--- config.mk ---
export PLATFORM = sky130hd
export DESIGN_NAME = vga_timing_gen
export DESIGN_NICKNAME = d
export VERILOG_FILES = /design/src/rtl/vga_timing_gen.sv
export SDC_FILE = /design/constraint.sdc
export NUM_CORES = 1
export LEC_CHECK = 0
export CORE_MARGIN = 8
export CORE_UTILIZATION = 49
export CTS_CLUSTER_SIZE = 12
export DETAILED_ROUTE_END_ITERATION = 8
export HOLD_SLACK_MARGIN = 0.15
export PLACE_DENSITY = 0.78
export SKIP_LAST_GASP = 1
export SLEW_MARGIN = 20
export SYNTH_ARGS = -nofsm -noshare
export SYNTH_HDL_FRONTEND = slang
export SYNTH_SLANG_ARGS = --single-unit
export TNS_END_PERCENT = 100
--- constraint.sdc ---
create_clock -name clka -period 3.3 [get_ports clka]
set_input_delay 0.66 -clock clka [delete_from_list [all_inputs] [get_ports clka]]
set_output_delay 0.66 -clock clka [all_outputs]
set_load 0.01 [all_outputs]
--- src/rtl/vga_timing_gen.sv ---
// Raster timing generator: free-running pixel/line counters for the video-memory
// read address, with sync and blank delayed to line up with the memory read data.
module vga_timing_gen #(
  parameter int H_ACTIVE = 640,
  parameter int H_FP     = 16,
  parameter int H_SYNC   = 96,
  parameter int H_BP     = 48,
  parameter int V_ACTIVE = 480,
  parameter int V_FP     = 10,
  parameter int V_SYNC   = 2,
  parameter int V_BP     = 33,
  parameter bit SYNC_POL = 1'b0,
  parameter int PIPE_DLY = 1
) (
  input  logic        clka,
  input  logic        rst_n,
  input  logic        irq_clr,
  output logic [9:0]  pixel_count,
  output logic [9:0]  line_count,
  output logic        hsync,
  output logic        vsync,
  output logic        video_on,
  output logic        frame_start,
  output logic        vblank_irq,
  output logic [15:0] frame_cnt
);

  localparam int H_TOTAL = H_ACTIVE + H_FP + H_SYNC + H_BP;
  localparam int V_TOTAL = V_ACTIVE + V_FP + V_SYNC + V_BP;

  localparam logic [9:0]  H_LAST      = 10'(H_TOTAL - 1);
  localparam logic [9:0]  V_LAST      = 10'(V_TOTAL - 1);
  localparam logic [9:0]  V_IRQ_LINE  = 10'(V_ACTIVE);
  localparam logic [10:0] H_ACT_END   = 11'(H_ACTIVE);
  localparam logic [10:0] H_SYNC_BEG  = 11'(H_ACTIVE + H_FP);
  localparam logic [10:0] H_SYNC_END  = 11'(H_ACTIVE + H_FP + H_SYNC);
  localparam logic [10:0] V_ACT_END   = 11'(V_ACTIVE);
  localparam logic [10:0] V_SYNC_BEG  = 11'(V_ACTIVE + V_FP);
  localparam logic [10:0] V_SYNC_END  = 11'(V_ACTIVE + V_FP + V_SYNC);

  // Delay-line bit positions within each stage.
  localparam int B_HS  = 0;
  localparam int B_VS  = 1;
  localparam int B_VID = 2;

  logic [9:0]  pix_q, pix_d;
  logic [9:0]  line_q, line_d;
  logic        frame_start_q, frame_start_d;
  logic [15:0] frame_cnt_q, frame_cnt_d;
  logic        irq_q, irq_d;
  logic [2:0]  dly_q [PIPE_DLY];
  logic [2:0]  dly_d [PIPE_DLY];

  logic        pix_wrap;
  logic        line_wrap;
  logic        frame_wrap;
  logic        vblank_set;
  logic [10:0] pix_ext;
  logic [10:0] line_ext;
  logic        h_act;
  logic        v_act;
  logic        hs_raw;
  logic        vs_raw;
  logic        vid_raw;

  // Raster counters
  always_comb begin
    pix_wrap  = (pix_q == H_LAST);
    line_wrap = (line_q == V_LAST);
    pix_d     = pix_wrap ? 10'd0 : pix_q + 10'd1;
    line_d    = line_q;
    if (pix_wrap) begin
      line_d = line_wrap ? 10'd0 : line_q + 10'd1;
    end
  end

  // Raw decode from the undelayed counters; widened so a 1024 total still compares correctly.
  always_comb begin
    pix_ext  = {1'b0, pix_q};
    line_ext = {1'b0, line_q};
    h_act    = (pix_ext < H_ACT_END);
    v_act    = (line_ext < V_ACT_END);
    hs_raw   = (pix_ext >= H_SYNC_BEG) && (pix_ext < H_SYNC_END);
    vs_raw   = (line_ext >= V_SYNC_BEG) && (line_ext < V_SYNC_END);
    vid_raw  = h_act & v_act;
  end

  // frame_start is registered off the wrap, so the reset-held (0,0) never pulses it.
  always_comb begin
    frame_wrap    = pix_wrap & line_wrap;
    frame_start_d = frame_wrap;
    frame_cnt_d   = frame_cnt_q + 16'(frame_wrap);
  end

  always_comb begin
    vblank_set = (pix_q == 10'd0) && (line_q == V_IRQ_LINE);
    irq_d      = irq_q;
    if (irq_clr) begin
      irq_d = 1'b0;
    end
    if (vblank_set) begin
      irq_d = 1'b1;
    end
  end

  always_comb begin
    dly_d[0] = '0;
    dly_d[0][B_HS]  = hs_raw;
    dly_d[0][B_VS]  = vs_raw;
    dly_d[0][B_VID] = vid_raw;
    for (int i = 1; i < PIPE_DLY; i++) begin
      dly_d[i] = dly_q[i-1];
    end
  end

  always_ff @(posedge clka) begin
    if (!rst_n) begin
      pix_q         <= '0;
      line_q        <= '0;
      frame_start_q <= 1'b0;
      frame_cnt_q   <= '0;
      irq_q         <= 1'b0;
    end else begin
      pix_q         <= pix_d;
      line_q        <= line_d;
      frame_start_q <= frame_start_d;
      frame_cnt_q   <= frame_cnt_d;
      irq_q         <= irq_d;
    end
  end

  // Stages hold active-high flags; reset clears them so no sync pulse survives a reset.
  always_ff @(posedge clka) begin
    if (!rst_n) begin
      for (int i = 0; i < PIPE_DLY; i++) begin
        dly_q[i] <= '0;
      end
    end else begin
      dly_q <= dly_d;
    end
  end

  always_comb begin
    pixel_count = pix_q;
    line_count  = line_q;
    hsync       = dly_q[PIPE_DLY-1][B_HS] ? SYNC_POL : ~SYNC_POL;
    vsync       = dly_q[PIPE_DLY-1][B_VS] ? SYNC_POL : ~SYNC_POL;
    video_on    = dly_q[PIPE_DLY-1][B_VID];
    frame_start = frame_start_q;
    vblank_irq  = irq_q;
    frame_cnt   = frame_cnt_q;
  end

endmodule
==> results of run 1 <==
-- power by group through the flow --
stage | sequential [W] | combinational, W | clock (W)
5_1_grt | 0.000504 | 0.0000357 | 0.000352
3_5_place_dp | 0.000515 | 0.0000326 | 0
2_1_floorplan | 0.000516 | 0.0000153 | 0
3_3_place_gp | 0.000514 | 0.0000329 | 0
6_report | 0.000503 | 0.0000322 | 0.000323
4_1_cts | 0.000503 | 0.0000328 | 0.000331
-- routing by layer --
layer	vias to the layer above	global-route usage, %
met3	7	3.38
met2	37	23.9
met1	738	16.9
met5	-	0
li1	842	-
met4	0	5.74
-- kinds of logic after synthesis --
logic type,Yosys count
buffers and inverters,15
xor gates and xnor gates,21
muxes,2
and+or+nand+nor,106
adders and majority gates,7
AOI/OAI and AO/OA,21
DFF,41
-- registers in the layout, summed over array words and instances (netlist names) --
register     flops
dly_q            3
frame_cnt       16
frame_start      1
line_count      10
pixel_count     10
vblank_irq       1
-- placed cells by master (no fill, tap or decap), types with 6 or more instances in the layout --
| cell | Yosys | final |
|---|---|---|
| xnor2_1 | 15 | 15 |
| nand3_1 | 15 | 14 |
| inv_1 | 9 | 9 |
| nor4_1 | 7 | 7 |
| o21ai_0 | 6 | 6 |
| nor2_1 | 14 | 14 |
| nand4_1 | 9 | 9 |
| nor3_1 | 7 | 7 |
| dfxtp_1 | 41 | 41 |
| xor2_1 | 6 | 6 |
| nand2_1 | 13 | 13 |
| ha_1 | 7 | 7 |
| and2_1 | 15 | 15 |
| clkbuf_8 | 0 | 6 |
| clkdlybuf4s50_1 | 0 | 43 |
-- metrics by stage --
stage	instances	util (%)
3_3_place_gp	300	64.4
5_1_grt	307	67.0
3_5_place_dp	300	64.4
4_1_cts	307	66.8
2_1_floorplan	213	-
6_report	307	67.0
-- worst max-delay path, delay by kind of cell, from the launching register on --
family / cells / cell delay [ps]
xor gates and xnor gates: 1 / 130
adders and majority gates: 3 / 640
DFF: 1 / 420
and+or+nand+nor: 6 / 1740
-- synth_stat cells, types with 4 or more instances --
cell	instances
nor2_1	14
nand3_1	15
nand4_1	9
inv_1	9
clkbuf_1	4
xnor2_1	15
nand2b_1	4
xor2_1	6
nor4_1	7
nand2_1	13
a21boi_0	4
dfxtp_1	41
o31ai_1	4
and2_1	15
ha_1	7
o21ai_0	6
nor3_1	7
-- worst paths after layout --
| path | start | end | slack [ps] | depth (start not counted) |
|---|---|---|---|---|
| worst max-delay path | pixel_count[0] | frame_cnt[14] | 260 | 10 |
| worst min-delay path | frame_cnt[15] | frame_cnt[15] | 480 | 2 |
| worst max register to register | pixel_count[0] | frame_cnt[14] | 260 | 10 |
| worst min register to register | frame_cnt[15] | frame_cnt[15] | 480 | 2 |
-- final cells by class --
cell class | count | area [µm²]
clock buffers | 7 | 86.3
multi-input cells | 157 | 1040
repair buffers | 45 | 445
fillers | 320 | 1220
well taps | 48 | 60.1
flip-flops and latches | 41 | 821
inverters | 9 | 33.8
==> results.json, run 1 <==
{
  "status": "finished clean",
  "post-cts-setup-buffers": 0,
  "yosysWarningCount": 0,
  "finClkSkew_ps": 6.23,
  "synth_fa_ha_area_share_pct": 4.55,
  "gp_congestion": 0.862,
  "viasPerCell": 5.29,
  "async_flop_share_pct": 0,
  "rsz0062_at_grt": "false",
  "setup-tns-final_ps": 0,
  "maxSlewViolCount": 0,
  "numCtsBuffers": 5,
  "crit_path_cell_trace": "ha_1, nand4_1, or3_4, nor2_1, ha_1, ha_1, nand3_1, nor4_1, xnor2_1, and2_1",
  "coreArea_mm2": 0.00372,
  "nNetsFinal": 269,
  "die_h_um": 78.7,
  "p_clk_share_pct": 37.6,
  "post-place-ws_ps": 259,
  "io_pins": 44,
  "muxShareOfSynthArea_pct": 1.04,
  "comb_power_share_pct": 3.8,
  "hold_viol": 0,
  "cts_hold_buf": 0,
  "swShare_pct": 20.8,
  "root_buffer": "clkbuf_8",
  "fin_crit_ps": 3040,
  "synth.top_cell.area_share_pct": 42.6,
  "met3_length_um": 232,
  "vias": 1624,
  "fmax_mhz": 329,
  "clkLatencyLatePin_ps": 290,
  "synthFlopType": "dfxtp_1",
  "highest_layer": "met4",
  "cts_max_level": 2,
  "drt_iter0_drc": 84,
  "endpoint_kind": "flop",
  "fin_area_mm2": 0.00249,
  "wl_per_cell_um": 14.2,
  "slew_headroom_pct": 52.2,
  "startpoint_type": "flop",
  "antenna_found_initial": 0,
  "cap_viol_max_count": 0,
  "setup_viol": 0,
  "synth_largest_area_cell": "dfxtp_1",
  "ant_nets": 0,
  "finalWorstSetupSlack_ps": 264,
  "final_layout_size_suffix_gt1_share_pct": 5.02,
  "clk_path_buf_depth": 2,
  "start_util_pct": 51.9,
  "slowest_delay_ps": 450,
  "critical_path.slowest_cell": "or3_4",
  "gr-total-overflow": 0,
  "syn_inst": 213,
  "crit_fanout": 8,
  "min_period_over_period_pct": 92.0,
  "wl_met2_um": 2040,
  "netlist_area_mm2": 0.00193,
  "syn_nets": 223,
  "clkSinkCount": 41,
  "synthXorXnorAreaFrac_pct": 9.55,
  "cpMostUsedCell": "ha_1",
  "cp.required_ps": 3480,
  "placed_cell_area_mm2": 0.00239,
  "ys_seq_area_share_pct": 42.6,
  "worst_pin_slew_ps": 710,
  "p_leak_nw": 0.847,
  "grt_max_degree": 21,
  "arrival_ps": 3210,
  "port_buffers": 43,
  "drtPass1Iterations": 4,
  "seqPwrFrac_pct": 58.6,
  "whs_ps": 484,
  "drc": 0,
  "synth_compound_area_share_pct": 7.01,
  "synth_top_family_by_area": "simple AND/OR/NAND/NOR gates",
  "path_class": "reg2reg",
  "die_w_um": 78.7,
  "syn_area_per_cell_um2": 9.05,
  "synth_seq_cells": 41,
  "grt_use_total_pct": 14.2,
  "dp_hpwl_um": 3180,
  "cts_tree": "yes",
  "internal_power_w": 0.000680,
  "syn_to_final_growth_pct": 29.3,
  "antenna_cells": 0,
  "synth.area.top_cells": "dfxtp_1, xnor2_1, and2_1",
  "hold_class": "reg2reg",
  "p_per_area_mw_per_mm2": 345,
  "synth_edf_count": 0,
  "p_sw_w": 0.000179,
  "met1Wirelength_um": 2020,
  "synth_simple_gate_area_share_pct": 31.6,
  "grt_pass1_vias": 1559,
  "vdd_drop_max_v": 0.000291,
  "die-area_mm2": 0.00620,
  "cts_resized": 0,
  "synth.distinct_cells": 37,
  "wl_um": 4360,
  "rows": 22,
  "design_power_total_w": 0.000859,
  "path_clk_slew_ps": 80,
  "grt_pass1_wl_um": 7280
}
(Power assumes the default switching activity.)
==> inputs of run 2 (changes only) <==
==> constraint.sdc (replaced) <==
create_clock -name clka -period 2.9 [get_ports clka]
set_input_delay 0.58 -clock clka [delete_from_list [all_inputs] [get_ports clka]]
set_output_delay 0.58 -clock clka [all_outputs]
set_load 0.01 [all_outputs]
==> results.json, run 2 (same netlist as run 1, synthesis figures left out) <==
{
  "vias": 1728,
  "crit_path_cell_trace": "ha_1, nand4_1, or3_1, nor2_1, ha_1, ha_1, nand3_1, nor4_1, xor2_1, and2_1",
  "cap_viol_max_count": 0,
  "antenna_cells": 0,
  "slowest_delay_ps": 400,
  "whs_ps": 486,
  "setup-tns-final_ps": 0,
  "root_buffer": "clkbuf_8",
  "layout_common_cells": "clkdlybuf4s50_1, dfxtp_1, and2_1, xnor2_1",
  "internal_power_w": 0.000776,
  "hold_viol": 0,
  "wl_per_cell_um": 14.0,
  "comb_power_share_pct": 4.2,
  "maxSlewViolCount": 0,
  "cts_tree": "yes",
  "die-area_mm2": 0.00620,
  "start_util_pct": 51.9,
  "min_period_over_period_pct": 92.9,
  "startpoint_type": "flop",
  "largest_reg_flops": 16,
  "die_w_um": 78.7,
  "grt_pass1_wl_um": 7400,
  "clkLatencyLatePin_ps": 290,
  "cpMostUsedCell": "ha_1",
  "final_util_pct": 69.1,
  "arrival_ps": 2890,
  "vdd_drop_max_v": 0.000320,
  "grt_pass1_vias": 1591,
  "rsz0062_at_grt": "true",
  "swShare_pct": 21.6,
  "viasPerCell": 5.43,
  "seqPwrFrac_pct": 57.7,
  "fin_area_mm2": 0.00257,
  "die_h_um": 78.7,
  "fin_crit_ps": 2690,
  "p_per_area_mw_per_mm2": 385,
  "crit_fanout": 7,
  "setup_viol": 0,
  "fmax_mhz": 371,
  "cts_max_level": 2,
  "coreArea_mm2": 0.00372,
  "status": "finished clean",
  "dp_hpwl_um": 3260,
  "grt_use_total_pct": 14.6,
  "cts_hold_buf": 0,
  "final_layout_size_suffix_gt1_share_pct": 8.52,
  "worst_pin_slew_ps": 539,
  "path_clk_slew_ps": 70,
  "numCtsBuffers": 5,
  "drtPass1Iterations": 4,
  "placed_cell_area_mm2": 0.00248,
  "critical_path.slowest_cell": "dfxtp_1",
  "rows": 22,
  "clk_path_buf_depth": 2,
  "p_leak_nw": 0.901,
  "cp.required_ps": 3090,
  "nNetsFinal": 280,
  "finClkSkew_ps": 3.10,
  "p_sw_w": 0.000213,
  "p_clk_share_pct": 38.1,
  "gp_congestion": 0.871,
  "hold_class": "reg2reg",
  "port_buffers": 43,
  "wl_um": 4450,
  "path_class": "reg2reg",
  "drc": 0,
  "gr-total-overflow": 0,
  "syn_to_final_growth_pct": 33.3,
  "post-cts-setup-buffers": 0,
  "clkSinkCount": 41,
  "final_common_cell": "clkdlybuf4s50_1",
  "slew_headroom_pct": 63.8,
  "ant_nets": 0,
  "antenna_found_initial": 0,
  "drt_iter0_drc": 147,
  "io_pins": 44,
  "grt_max_degree": 19,
  "endpoint_kind": "flop"
}
==> run 2: changes by cell type in the layout (fill, tap and decap cells not counted) <==
| cell | change |
|---|---|
| or3_1 | +1 |
| buf_4 | +11 |
| or3_4 | -1 |
==> run 2: repair_timing <==
item                                   in CTS  in global routing
endpoints found under the hold margin       0                  0
resized for setup                           0                  1
setup endpoints to repair                   0                  3
==> run 2: area by class of cell <==
type                    count  area [µm²]
clock buffers               7        86.3
fillers                   311        1150
inverters                   9        33.8
multi-input cells         157        1040
flip-flops and latches     41         821
well taps                  48        60.1
repair buffers             56         528
==> run 2: path summary, 6_finish.rpt <==
path	from	end	slack, ps	depth (start not counted)
setup / recovery	pixel_count[1]	frame_cnt[12]	210	10
setup reg to reg	pixel_count[1]	frame_cnt[12]	210	10
hold reg to reg	vblank_irq	vblank_irq	490	2
hold / removal	vblank_irq	vblank_irq	490	2
==> run 2: worst max-delay path, delay by kind of cell (launching register included) <==
kind	cells	cell delay, ps
simple gates	6	1460
xor+xnor	1	110
flops	1	400
fa+ha+maj	3	610
==> run 2: per-layer routing <==
metal	vias to the layer above	routed length (µm)	track usage, %
met2	44	2060	23.5
met3	9	265	3.83
li1	871	-	-
met4	0	90	7.04
met5	-	0	0
met1	804	2030	17.6
==> run 2: per-stage QoR <==
stage	total power [W]	instances	setup WS [ps]
2_1_floorplan	0.000604	213	116
3_3_place_gp	0.000625	311	299
3_5_place_dp	0.000625	311	177
4_1_cts	0.000999	318	150
5_1_grt	0.00103	318	-23.1
6_report	0.000989	318	205
==> run 2: power by group through the flow <==
stage / logic (W) / clock network [W] / registers [W]
2_1_floorplan: 0.0000174 / 0 / 0.000587
3_3_place_gp: 0.0000417 / 0 / 0.000583
3_5_place_dp: 0.0000418 / 0 / 0.000583
4_1_cts: 0.0000423 / 0.000387 / 0.000570
5_1_grt: 0.0000469 / 0.000407 / 0.000571
6_report: 0.0000417 / 0.000377 / 0.000570
